$ cat src/rtl/program_loader_pkg.sv
// Shared definitions for the program loader: loader states and word-packing constants.
package program_loader_pkg;

    localparam int BYTES_PER_WORD = 4;

    typedef enum logic [2:0] {
        ST_IDLE  = 3'd0,
        ST_RECV  = 3'd1,
        ST_WRITE = 3'd2,
        ST_DONE  = 3'd3,
        ST_ERROR = 3'd4
    } state_t;

endpackage

$ cat src/rtl/program_loader_if.sv
// Byte-stream link from the host: the host is the master, the loader is the slave.
interface program_loader_if;

    logic       in_valid;
    logic [7:0] in_data;
    logic       in_ready;

    modport master (output in_valid, output in_data, input in_ready);
    modport slave  (input in_valid, input in_data, output in_ready);

endinterface

$ cat src/rtl/program_loader_byte_packer.sv
// Collects four accepted bytes little-endian into one 32-bit instruction word.
module byte_packer
    import program_loader_pkg::*;
(
    input  logic        clk,
    input  logic        reset,
    input  logic        clear,
    input  logic        accept,
    input  logic [7:0]  data,
    output logic [31:0] word,
    output logic        word_ready
);

    logic [1:0]  byte_idx;
    logic [31:0] word_q;

    // NOTE: sequential state is written with <= so every flop samples pre-edge values.
    always_ff @(posedge clk) begin
        if (reset || clear) begin
            byte_idx <= '0;
            word_q   <= '0;
        end else if (accept) begin
            // Shifting right lands byte 0 in [7:0] once all four have arrived.
            word_q   <= {data, word_q[31:8]};
            byte_idx <= byte_idx + 2'd1;
        end
    end

    assign word       = word_q;
    assign word_ready = accept && (byte_idx == 2'(BYTES_PER_WORD - 1));

endmodule

$ cat src/rtl/program_loader.sv
// Program-memory writer: packs a host byte stream into words, writes them from address 0,
// holds the CPU while loading and keeps an XOR checksum of the written words.
module program_loader
    import program_loader_pkg::*;
#(
    parameter int ADDR_WIDTH = 7,
    parameter int MEM_SIZE   = 128
) (
    input  logic                  clk,
    input  logic                  reset,
    input  logic                  load_start,
    input  logic [ADDR_WIDTH:0]   word_count,
    input  logic                  abort,
    program_loader_if.slave       byte_in,
    output logic                  mem_we,
    output logic [ADDR_WIDTH-1:0] mem_addr,
    output logic [31:0]           mem_wdata,
    output logic                  cpu_hold,
    output logic                  done,
    output logic                  error,
    output logic [31:0]           checksum
);

    localparam logic [ADDR_WIDTH:0] MAX_COUNT = (ADDR_WIDTH + 1)'(MEM_SIZE);

    state_t              state_q, state_d;
    logic [ADDR_WIDTH:0] word_idx_q, count_q, idx_next;
    logic [31:0]         checksum_q, packed_word;
    logic                hold_q, accept, word_ready, count_ok, load_go, abort_go;

    assign count_ok = (word_count != '0) && (word_count <= MAX_COUNT);
    assign idx_next = word_idx_q + 1'b1;
    assign accept   = byte_in.in_valid && byte_in.in_ready;

    byte_packer u_packer (
        .clk        (clk),
        .reset      (reset),
        .clear      (load_go || abort_go),
        .accept     (accept),
        .data       (byte_in.in_data),
        .word       (packed_word),
        .word_ready (word_ready)
    );

    // NOTE: every always_comb output gets a default first so no path can infer a latch.
    always_comb begin
        state_d  = state_q;
        load_go  = 1'b0;
        abort_go = 1'b0;
        case (state_q)
            ST_IDLE, ST_DONE: begin
                if (load_start) begin
                    state_d = count_ok ? ST_RECV : ST_ERROR;
                    load_go = count_ok;
                end
            end
            ST_ERROR: begin
                // abort wins over a simultaneous load_start.
                if (abort) begin
                    state_d  = ST_IDLE;
                    abort_go = 1'b1;
                end else if (load_start) begin
                    state_d = count_ok ? ST_RECV : ST_ERROR;
                    load_go = count_ok;
                end
            end
            ST_RECV: begin
                if (abort) begin
                    state_d  = ST_IDLE;
                    abort_go = 1'b1;
                end else if (word_ready) begin
                    state_d = ST_WRITE;
                end
            end
            ST_WRITE: begin
                if (abort) begin
                    state_d  = ST_IDLE;
                    abort_go = 1'b1;
                end else begin
                    state_d = (idx_next == count_q) ? ST_DONE : ST_RECV;
                end
            end
            default: state_d = ST_IDLE;
        endcase
    end

    always_ff @(posedge clk) begin
        if (reset) begin
            state_q    <= ST_IDLE;
            word_idx_q <= '0;
            count_q    <= '0;
            checksum_q <= '0;
            hold_q     <= 1'b0;
        end else begin
            state_q <= state_d;
            hold_q  <= (state_d == ST_RECV) || (state_d == ST_WRITE) || (state_d == ST_ERROR);
            if (load_go) begin
                word_idx_q <= '0;
                count_q    <= word_count;
                checksum_q <= '0;
            end else if (abort_go) begin
                checksum_q <= '0;
            end else if (state_q == ST_WRITE) begin
                word_idx_q <= idx_next;
                checksum_q <= checksum_q ^ packed_word;
            end
        end
    end

    assign byte_in.in_ready = (state_q == ST_RECV);
    assign mem_we           = (state_q == ST_WRITE);
    assign mem_addr         = word_idx_q[ADDR_WIDTH-1:0];
    assign mem_wdata        = packed_word;
    assign cpu_hold         = hold_q;
    assign done             = (state_q == ST_DONE);
    assign error            = (state_q == ST_ERROR);
    assign checksum         = checksum_q;

endmodule
$ cat src/flat_wrapper.sv
// flat-port wrapper written by rule: the top's interface ports become plain ports
module program_loader_flat import program_loader_pkg::*;
#(
    parameter int ADDR_WIDTH = 7,
    parameter int MEM_SIZE   = 128
)
  (clk, reset, load_start, word_count, abort, mem_we, mem_addr, mem_wdata, cpu_hold, done, error, checksum, byte_in_in_valid, byte_in_in_data, byte_in_in_ready);
  program_loader_if byte_in_i ();
  input  logic clk;
  input  logic reset;
  input  logic load_start;
  input  logic [ADDR_WIDTH:0] word_count;
  input  logic abort;
  output logic mem_we;
  output logic [ADDR_WIDTH-1:0] mem_addr;
  output logic [31:0] mem_wdata;
  output logic cpu_hold;
  output logic done;
  output logic error;
  output logic [31:0] checksum;
  input wire logic [$bits(byte_in_i.in_valid)-1:0] byte_in_in_valid;
  input wire logic [$bits(byte_in_i.in_data)-1:0] byte_in_in_data;
  output wire logic [$bits(byte_in_i.in_ready)-1:0] byte_in_in_ready;
  assign byte_in_i.in_valid = byte_in_in_valid;
  assign byte_in_i.in_data = byte_in_in_data;
  assign byte_in_in_ready = byte_in_i.in_ready;
  program_loader #(.ADDR_WIDTH(ADDR_WIDTH), .MEM_SIZE(MEM_SIZE)) u_core (.clk(clk), .reset(reset), .load_start(load_start), .word_count(word_count), .abort(abort), .byte_in(byte_in_i), .mem_we(mem_we), .mem_addr(mem_addr), .mem_wdata(mem_wdata), .cpu_hold(cpu_hold), .done(done), .error(error), .checksum(checksum));
endmodule
$ cat config.mk
export PLATFORM = sky130hd
export DESIGN_NAME = program_loader_flat
export DESIGN_NICKNAME = d
export VERILOG_FILES = /design/src/rtl/program_loader_pkg.sv /design/src/rtl/program_loader_if.sv /design/src/rtl/program_loader_byte_packer.sv /design/src/rtl/program_loader.sv /design/src/flat_wrapper.sv
export SDC_FILE = /design/constraint.sdc
export NUM_CORES = 1
export LEC_CHECK = 0
export BUFFER_PORTS_ARGS = -buffer_cell sky130_fd_sc_hd__buf_2
export CAP_MARGIN = 20
export CORE_AREA = 5 5 90 92
export CTS_BUF_LIST = sky130_fd_sc_hd__clkbuf_8
export DETAILED_ROUTE_END_ITERATION = 10
export DIE_AREA = 0 0 95 97
export PLACE_DENSITY = 0.8
export SYNTH_ARGS = -nofsm -noshare
export SYNTH_HDL_FRONTEND = slang
export SYNTH_HIERARCHICAL = 1
export SYNTH_SLANG_ARGS = --single-unit
export TNS_END_PERCENT = 20
$ cat constraint.sdc
create_clock -name clk -period 3.1 [get_ports clk]
set_clock_uncertainty 0.15 [all_clocks]
set_input_delay 0.155 -clock clk [delete_from_list [all_inputs] [get_ports clk]]
set_output_delay 0.155 -clock clk [all_outputs]
set_load 0.01 [all_outputs]
; ---- Word level (Yosys, flattened, before mapping)
; Cells that the tools add are included.
[classes]
addsub = 2
n_mul = 0
div = 0
order_cmp = 1
eq_ne = 9
shifts = 0
muxes = 13
bitwise = 2
reduce_logical = 14
[op_table]
columns = operator, count
row1 = 32-bit bitwise XOR, 1
row2 = 3-bit two-way mux, 6
row3 = 3-bit case mux with 4 select lines, 1
row4 = 3-bit by 2-bit equality test with 1-bit output (second input constant), 3
row5 = 8-bit by 1-bit adder with 8-bit output (second input constant), 1
row6 = 8-bit equality test, 1
row7 = 8-bit less-or-equal comparator (second input constant), 1
row8 = 8-bit nonzero test, 1
row9 = 3-bit by 1-bit equality test with 1-bit output (second input constant), 2
row10 = 3-bit equality test (second input constant), 2
row11 = 3-bit OR reduction, 2
row12 = 1-bit logical OR, 4
row13 = 1-bit two-way mux, 4
row14 = 2-bit OR reduction, 2
row15 = 1-bit logical AND, 3
row16 = 3-bit zero test, 1
row17 = 2-bit by 1-bit adder with 2-bit output (second input constant), 1
row18 = 2-bit equality test (second input constant), 1
row19 = 2-bit two-way mux, 1
row20 = 1-bit case mux with 2 select lines, 1
row21 = 2-bit AND reduction, 1
row22 = 1-bit inverter, 1
[word_totals]
register_bits = 86
latch_bits = 0
ramBits = 0
romBits = 0
inputBits = 21
wordCells = 48
memories = 0

; ---- Depth between registers and ports, before layout
; Gate-level depths: netlist of run 1.
[depth]
word_depth = 9
ltp_mapped = 14
depth_no_buf = 11

; ---- Modules after synthesis
; Netlist of run 1, hierarchy kept.
[by_module_without_submodules]
columns = module, instances, cells_per_inst, area_each_um2
row1 = program_loader, 1, 304, 2560.0
row2 = byte_packer, 1, 113, 1276.2

; ---- Worst setup path before layout of run 1
; Ideal clock, no wire load.
[synth_timing]
path_type = reg-to-reg
from = register u_core.state_q[0]
to = register u_core.hold_q, in the netlist u_core/cpu_hold
arrival_time_ps = 2096
required_ps = 2831
path_slack_ps = 735
path_stages_with_launch = 14
n_path_buf = 3
period_less_slack_ps = 2365
path_cell_list = dfxtp_1 -> clkbuf_1 -> nand2_1 -> nor2_1 -> and2_1 -> buf_6 -> buf_6 -> and2_1 -> nor3_1 -> o21ai_0 -> a21oi_1 -> a21oi_1 -> nor3_1 -> o2bb2ai_1
[synth_between]
elab_chain_cells = 9
word_cells_on_any_way = 18
[synth_lines]
columns = item, line
row1 = start: declaration, program_loader.sv:26  ; state_t state_q, state_d;
row2 = start signal: assignment, program_loader.sv:95  ; state_q <= state_d;
row3 = 3-bit by 1-bit equality test with 1-bit output (*), program_loader.sv:110  ; assign byte_in.in_ready = (state_q == ST_RECV);
row4 = net byte_in_in_ready, flat_wrapper.sv:23  ; output wire logic [$bits(byte_in_i.in_ready)-1:0] byte_in_in_ready;
row5 = 1-bit logical AND (*), program_loader.sv:33  ; assign accept = byte_in.in_valid && byte_in.in_ready;
row6 = net u_core.accept, program_loader.sv:29  ; logic hold_q, accept, word_ready, count_ok, load_go, abort_go;
row7 = 1-bit logical AND (*), program_loader_byte_packer.sv:30  ; assign word_ready = accept && (byte_idx == 2'(BYTES_PER_WORD - 1));
row8 = net u_core.word_ready, program_loader.sv:29
row9 = 3-bit two-way mux (*), program_loader.sv:71  ; end else if (word_ready) begin
row10 = 3-bit two-way mux (*), program_loader.sv:68  ; if (abort) begin
row11 = 3-bit case mux with 4 select lines (*), program_loader.sv:50  ; case (state_q)
row12 = 3-bit by 1-bit equality test with 1-bit output or 3-bit by 2-bit equality test with 1-bit output (tied branches), program_loader.sv:96  ; hold_q <= (state_d == ST_RECV) || (state_d == ST_WRITE) || (state_d == ST_ERROR);
row13 = 1-bit logical OR, program_loader.sv:96
row14 = 1-bit logical OR (*), program_loader.sv:96
row15 = end signal: assignment, program_loader.sv:96
row16 = end: declaration, program_loader.sv:29
; The timed path passes the listed nets; every way through them passes the cells marked *.
; A chain may end at the register's enable or synchronous reset.

; ---- Worst setup path in the final report of run 1
[layout_timing]
from = input port word_count[3]
to = register u_core.u_packer.word_q[2], in the netlist u_core/u_packer/word[2]
[layout_between]
elab_chain_cells = 7
word_cells_on_any_way = 8
[layout_lines]
columns = item, line
row1 = start: declaration, flat_wrapper.sv:12  ; input logic [ADDR_WIDTH:0] word_count;
row2 = 8-bit less-or-equal comparator or 8-bit nonzero test (tied branches), program_loader.sv:31  ; assign count_ok = (word_count != '0) && (word_count <= MAX_COUNT);
row3 = 1-bit logical AND (*), program_loader.sv:31
row4 = 1-bit two-way mux (*), "program_loader.sv:52, program_loader.sv:62"
row5 = 1-bit two-way mux, program_loader.sv:59  ; if (abort) begin
row6 = 1-bit case mux with 2 select lines (*), program_loader.sv:50
row7 = 1-bit logical OR (*), program_loader.sv:38  ; .clear (load_go || abort_go),
row8 = 1-bit logical OR (*), program_loader_byte_packer.sv:19  ; if (reset || clear) begin
row9 = end signal: assignment, program_loader_byte_packer.sv:24  ; word_q <= {data, word_q[31:8]};
row10 = end: declaration, program_loader_byte_packer.sv:15  ; logic [31:0] word_q;
; Every way passes the cells marked *; elsewhere a longest branch is shown, timed or not.

==> results.json, run 1 <==
{
  "htree_levels": 3,
  "status": "finished clean",
  "final_cell_mix": "96 x buf_2, 86 x nor2_1, 86 x dfxtp_1",
  "ys.flop_type": "dfxtp_1",
  "synth-seq-cells": 86,
  "yosys-top-cells-area": "dfxtp_1 45%, mux2i_1 11%, xor2_1 8.4%",
  "clock_sinks": 86,
  "synth_top_family_by_area": "simple AND/OR/NAND/NOR gates",
  "firstDrtPassIters": 4,
  "report.final.slew_viol_count": 0,
  "reg2reg_to": "u_core/cpu_hold",
  "r2r_cells": 7,
  "syn-num-nets": 440,
  "syn_to_final_growth_pct": 22.3,
  "die_y_um": 97,
  "initial_core_util_pct": 53.8,
  "muxShareOfSynthArea_pct": 10.7,
  "use_met2_pct": 31.1,
  "place.gp.congestion": 0.822,
  "ir_worst_vdd_v": 0.000231,
  "overflow": 0,
  "cp-end-kind": "register",
  "path_max_fanout": 34,
  "synth-xor-area-share_pct": 10.5,
  "port_buffers": 96,
  "grt_pass1_vias": 3029,
  "p_leak_uw": 0.00200,
  "maxCapViolCount": 0,
  "core_sq_um": 7140,
  "stdcell_count": 625,
  "dpl_worst_slack_ns": 0.471,
  "numCtsBuffers": 9,
  "fillers": 590,
  "r2r_start": "u_core/word_idx_q[0]",
  "crit_type": "input pin to register",
  "synth_edf_count": 0,
  "min_delay_worst_endpoint": "u_core/state_q[2]",
  "drt-initial-drc-count": 178,
  "die_w_um": 95,
  "finalCritPeriodShare_pct": 93.9,
  "hold-path-cell-count": 3,
  "wirelength_um": 9080,
  "required_ns": 3.18,
  "diodes": 0,
  "synth_top_area_share_pct": 44.9,
  "drc": 0,
  "netlist_area_sq_um": 3840,
  "grt_pass1_wl_um": 14700,
  "ys_warn_count": 6,
  "hold_violations": 0,
  "insertion_delay_ns": 0.35,
  "yosysTopAreaCell": "dfxtp_1",
  "p_per_area_nw_per_um2": 458,
  "grt_util_met3_pct": 4.73,
  "synthAdderAreaFrac_pct": 0.652,
  "setup-tns-final_ns": 0,
  "worstHoldStart": "load_start",
  "clockBufferDepth": 2,
  "yosysSeqAreaShare_pct": 44.9,
  "ctsRootBufferMaster": "clkbuf_8",
  "max-slew-margin-rel_pct": 62.8,
  "dp.cells": 585,
  "netlist_instances": 417,
  "die_area_sq_um": 9220,
  "rsz0062_at_grt": "no",
  "vias_per_cell": 5.12,
  "avgSynthCellArea_sq_um": 9.20,
  "arrival_ns": 2.99,
  "wl_per_cell_um": 14.5,
  "use_met1_pct": 25.8,
  "nets": 545,
  "cts_tree": "done",
  "reg2reg_slack_ns": 0.63,
  "layout_commonest_cell": "buf_2",
  "critPathTopFamily": "simple AND/OR/NAND/NOR gates",
  "fp-row-count": 31,
  "cp_cell_sequence": "dlygate4sd3_1 > buf_2 > or4_4 > o21ai_0 > and3b_1 > a21oi_1 > or3_1 > o31ai_1 > or2_1 > buf_4 > nor2_1",
  "grt_max_degree": 35,
  "grt_antenna_before_repair": 0,
  "holdCritPathClass": "input pin to register",
  "crit_path_max_incr_delay_ns": 0.55,
  "ys_types": 47,
  "num_vias": 3198,
  "synthSimpleGateAreaFrac_pct": 20.9,
  "busiest_layer": "met2",
  "io_pins": 97,
  "crit_path_top_delay_cell": "dlygate4sd3_1",
  "fmax_ghz": 0.344,
  "synth_compound_area_share_pct": 5.22,
  "postRouteAntennaNets": 0,
  "fin_crit_ns": 2.91,
  "final_layout_size_suffix_gt1_share_pct": 25.3,
  "worst_slack_ns": 0.190,
  "crit_path_start_kind": "input pin",
  "setup_viol": 0,
  "clkTransAtPathRegs_ns": 0.08,
  "hpwl_um": 6020,
  "tightest_slew_ns": 0.558,
  "grtUsageTotal_pct": 19.7,
  "async_flop_share_pct": 0,
  "cp_num_buf_inv": 3
}
## area by class of cell
type	count	area, sq um	area share, %
inverters	6	22.5	0.480
well taps	99	124	2.64
multi-input cells	294	1850	39.3
clock buffers	9	124	2.64
clock inverters	6	93.8	2.00
flip-flops and latches	86	1720	36.7
repair buffers	125	761	16.2
## registers in the layout, indices dropped and copies added, names as in the netlist
| signal | cells |
|---|---|
| u_core/count_q | 8 |
| u_core/word_idx_q | 8 |
| u_core/cpu_hold | 1 |
| u_core/u_packer/word | 32 |
| u_core/u_packer/byte_idx | 2 |
| u_core/checksum | 32 |
| u_core/state_q | 3 |
## through the flow
step           util, %  total power [uW]  area, sq um  hold WS (ns)
2_1_floorplan        -              1270         3840        0.0835
3_3_place_gp      59.2              1280         4230         0.239
3_5_place_dp      59.2              1280         4230         0.250
4_1_cts           65.8              2160         4690        0.0583
5_1_grt           65.8              2220         4690        0.0797
6_report          65.8              2150         4690        0.0690
## worst max path at each step
stage	start	to	slack [ns]	depth (start not counted)
CTS	word_count[3]	u_core/u_packer/word[2]	0.28	11
detailed placement	word_count[3]	u_core/u_packer/word[29]	0.47	10
global placement	word_count[3]	u_core/u_packer/word[5]	0.54	10
floorplan	u_core/state_q[0]	u_core/cpu_hold	0.73	13
global route	word_count[3]	u_core/u_packer/word[22]	0.07	11
finish	word_count[3]	u_core/u_packer/word[2]	0.19	11
## tightest hold or removal path: stages
cell	delay, ns
buf_2	0.12
a21oi_1	0.09
nor4_1	0.15
## cell families after synthesis
logic type	count (synthesis)
DFF	86
adders and majority gates	2
xor gates and xnor gates	46
muxes	41
and+or+nand+nor	174
buffers and inverters	37
AOI/OAI and AO/OA	31
## report_power, final
| part | total, uW | leakage (uW) | switching (uW) | internal (uW) |
|---|---|---|---|---|
| sequential | 1130 | 0.000694 | 13.5 | 1110 |
| clock | 867 | 0.000106 | 411 | 457 |
| combinational | 154 | 0.00120 | 83.9 | 70.2 |
| total | 2150 | 0.00200 | 508 | 1640 |
## Yosys cell counts, types with 2 or more instances
master / count
dfxtp_1: 86
nor2_1: 86
mux2i_1: 41
nand2_1: 40
xor2_1: 37
nor2_2: 11
buf_6: 10
a21oi_1: 9
clkbuf_1: 9
xnor2_1: 9
buf_4: 7
o21ai_0: 7
inv_1: 6
nand3_1: 6
nor3_1: 6
a31oi_1: 4
and2_1: 3
buf_8: 3
and3b_1: 2
ha_1: 2
nand3b_1: 2
nor2b_1: 2
nor4_1: 2
o221ai_1: 2
o22ai_1: 2
or3_1: 2
## per-layer routing
metal | part of all wire [%] | wire, um | up-vias
met5 | 0 | 0 | -
met4 | 2.0 | 179 | 0
met3 | 5.4 | 492 | 19
met2 | 47 | 4270 | 114
met1 | 46 | 4130 | 1494
li1 | - | - | 1571
## timing repair
action,4_1_cts,5_1_grt
gates resized for setup,0,0
hold buffers,25,0
buffers inserted,0,0
endpoints found under the hold margin,17,0
Power figures use the tool's default switching activity.
==> inputs of run 2 (changes only) <==
BUFFER_PORTS_ARGS = unset   (was -buffer_cell sky130_fd_sc_hd__buf_2)
CORE_AREA = 5 5 88 90   (was 5 5 90 92)
DIE_AREA = 0 0 93 95   (was 0 0 95 97)
DONT_BUFFER_PORTS = 1   (was unset)
PLACE_DENSITY = 0.71   (was 0.8)
==> results.json, run 2 (synthesized netlist as in run 1, its figures left out) <==
{
  "grt_pass1_vias": 2707,
  "final_cell_mix": "86 x nor2_1, 86 x dfxtp_1, 41 x mux2i_1",
  "place.gp.congestion": 0.832,
  "arrival_ns": 2.58,
  "setup_viol": 0,
  "timing.critical_path.mode_cell": "nand3_1",
  "p_sw_share_pct": 25.4,
  "cts_setup_buffers": 0,
  "wirelength_um": 8290,
  "wl_per_cell_um": 16.4,
  "grtUsageTotal_pct": 19.3,
  "overflow": 0,
  "required_ns": 3.18,
  "p_clk_share_pct": 40.0,
  "dpl_cell_area_sq_um": 3720,
  "stdcell_count": 507,
  "cp_cell_sequence": "ha_1 > nand3_1 > xor2_1 > o22ai_1 > nor4_1 > nand3_1 > o2bb2ai_1",
  "diodes": 0,
  "syn_to_final_growth_pct": 7.50,
  "die_area_sq_um": 8840,
  "fillers": 630,
  "cp-end-kind": "register",
  "cts_tree": "done",
  "tightest_slew_ns": 0.571,
  "initial_core_util_pct": 54.9,
  "grt_antenna_before_repair": 0,
  "die_w_um": 93,
  "p_per_area_nw_per_um2": 507,
  "vias_per_cell": 5.45,
  "fin_area_sq_um": 4120,
  "power.net_switching_uw": 531,
  "htree_levels": 3,
  "max-slew-margin-rel_pct": 62.0,
  "fp-row-count": 31,
  "drt-initial-drc-count": 115,
  "report.final.slew_viol_count": 0,
  "postRouteAntennaNets": 0,
  "core_sq_um": 6980,
  "critPathTopFamily": "simple AND/OR/NAND/NOR gates",
  "port_buffers": 0,
  "dp.cells": 472,
  "hold_violations": 0,
  "comb_power_share_pct": 6.0,
  "holdCritPathClass": "input pin to register",
  "maxCapViolCount": 0,
  "ir_worst_vdd_v": 0.000263,
  "clockBufferDepth": 2,
  "path_max_fanout": 9,
  "drc": 0,
  "firstDrtPassIters": 4,
  "hpwl_um": 5600,
  "ctsRootBufferMaster": "clkbuf_8",
  "io_pins": 97,
  "p_leak_uw": 0.00146,
  "fmax_ghz": 0.400,
  "finalCritPeriodShare_pct": 80.7,
  "cp_num_buf_inv": 0,
  "insertion_delay_ns": 0.36,
  "crit_path_top_delay_cell": "dfxtp_1",
  "crit_path_start_kind": "register",
  "num_vias": 2762,
  "crit_type": "register to register",
  "die_y_um": 95,
  "setup-tns-final_ns": 0,
  "seqPwrFrac_pct": 54.0,
  "grt_max_degree": 35,
  "numCtsBuffers": 9,
  "crit_path_max_incr_delay_ns": 0.59,
  "clkTransAtPathRegs_ns": 0.09,
  "final_layout_size_suffix_gt1_share_pct": 8.94,
  "internal-power_uw": 1560,
  "grt_pass1_wl_um": 13600,
  "clock_sinks": 86,
  "nets": 443,
  "rsz0062_at_grt": "no",
  "status": "finished clean",
  "hold-worst-slack_ns": 0.0253,
  "fin_crit_ns": 2.50
}
-- run 2: changes by cell type in the layout (fill, tap and decap cells not counted) --
| cell | previous run | this run |
|---|---|---|
| bufinv_16 | 2 | 1 |
| inv_8 | 0 | 2 |
| dlygate4sd3_1 | 25 | 19 |
| buf_2 | 96 | 0 |
| inv_6 | 2 | 3 |
| clkinv_4 | 1 | 0 |
-- run 2: path summary, 6_finish.rpt --
path	from	to	slack [ns]	depth (start not counted)
setup / recovery	u_core/word_idx_q[0]	u_core/cpu_hold	0.60	7
hold / removal	load_start	u_core/state_q[2]	0.03	2
setup reg to reg	u_core/word_idx_q[0]	u_core/cpu_hold	0.60	7
hold reg to reg	u_core/u_packer/byte_idx[1]	u_core/u_packer/byte_idx[1]	0.36	2
-- run 2: what timing repair did --
item / 4_1_cts / 5_1_grt
endpoints found under the hold margin: 28 / 0
hold buffers: 19 / 0
gates resized for setup: 0 / 0
-- run 2: through the flow --
| stage | utilization (%) | worst slack (ns) | power, uW |
|---|---|---|---|
| global placement | 53.3 | 0.639 | 1260 |
| finish | 59.1 | 0.599 | 2090 |
| detailed placement | 53.3 | 0.588 | 1260 |
| floorplan | - | 0.735 | 1270 |
| global route | 59.1 | 0.318 | 2170 |
| CTS | 59.1 | 0.627 | 2120 |
-- run 2: worst register-to-register path: stages (launching register included) --
cell,delay (ns)
dfxtp_1,0.59
ha_1,0.36
nand3_1,0.20
xor2_1,0.20
o22ai_1,0.10
nor4_1,0.47
nand3_1,0.15
o2bb2ai_1,0.15
-- run 2: cell type report --
class,count,area [sq um],area share [%]
Multi-Input combinational cell,294,1850,44.8
Sequential cell,86,1720,41.7
Timing Repair Buffer,23,220,5.34
Clock buffer,9,124,3.00
Tap cell,82,103,2.49
Clock inverter,7,86.3,2.09
Inverter,6,22.5,0.546
-- run 2: layer usage --
layer  track usage (%)  share of wire [%]  vias to the layer above  wire, um
li1                  -                  -                     1366         -
met1              25.5                 46                     1299      3850
met2              29.3                 45                       86      3710
met3              6.45                7.5                       11       626
met4              7.20                1.3                        0       110
met5                 0                  0                        -         0
-- run 2: power by group through the flow --
| stage | registers, uW | logic (uW) | clock network, uW |
|---|---|---|---|
| final | 1130 | 125 | 837 |
| after CTS | 1130 | 126 | 860 |
| after global routing | 1130 | 137 | 898 |
| after floorplan | 1150 | 118 | 0 |
| after global placement | 1160 | 101 | 0 |
| after detailed placement | 1160 | 103 | 0 |
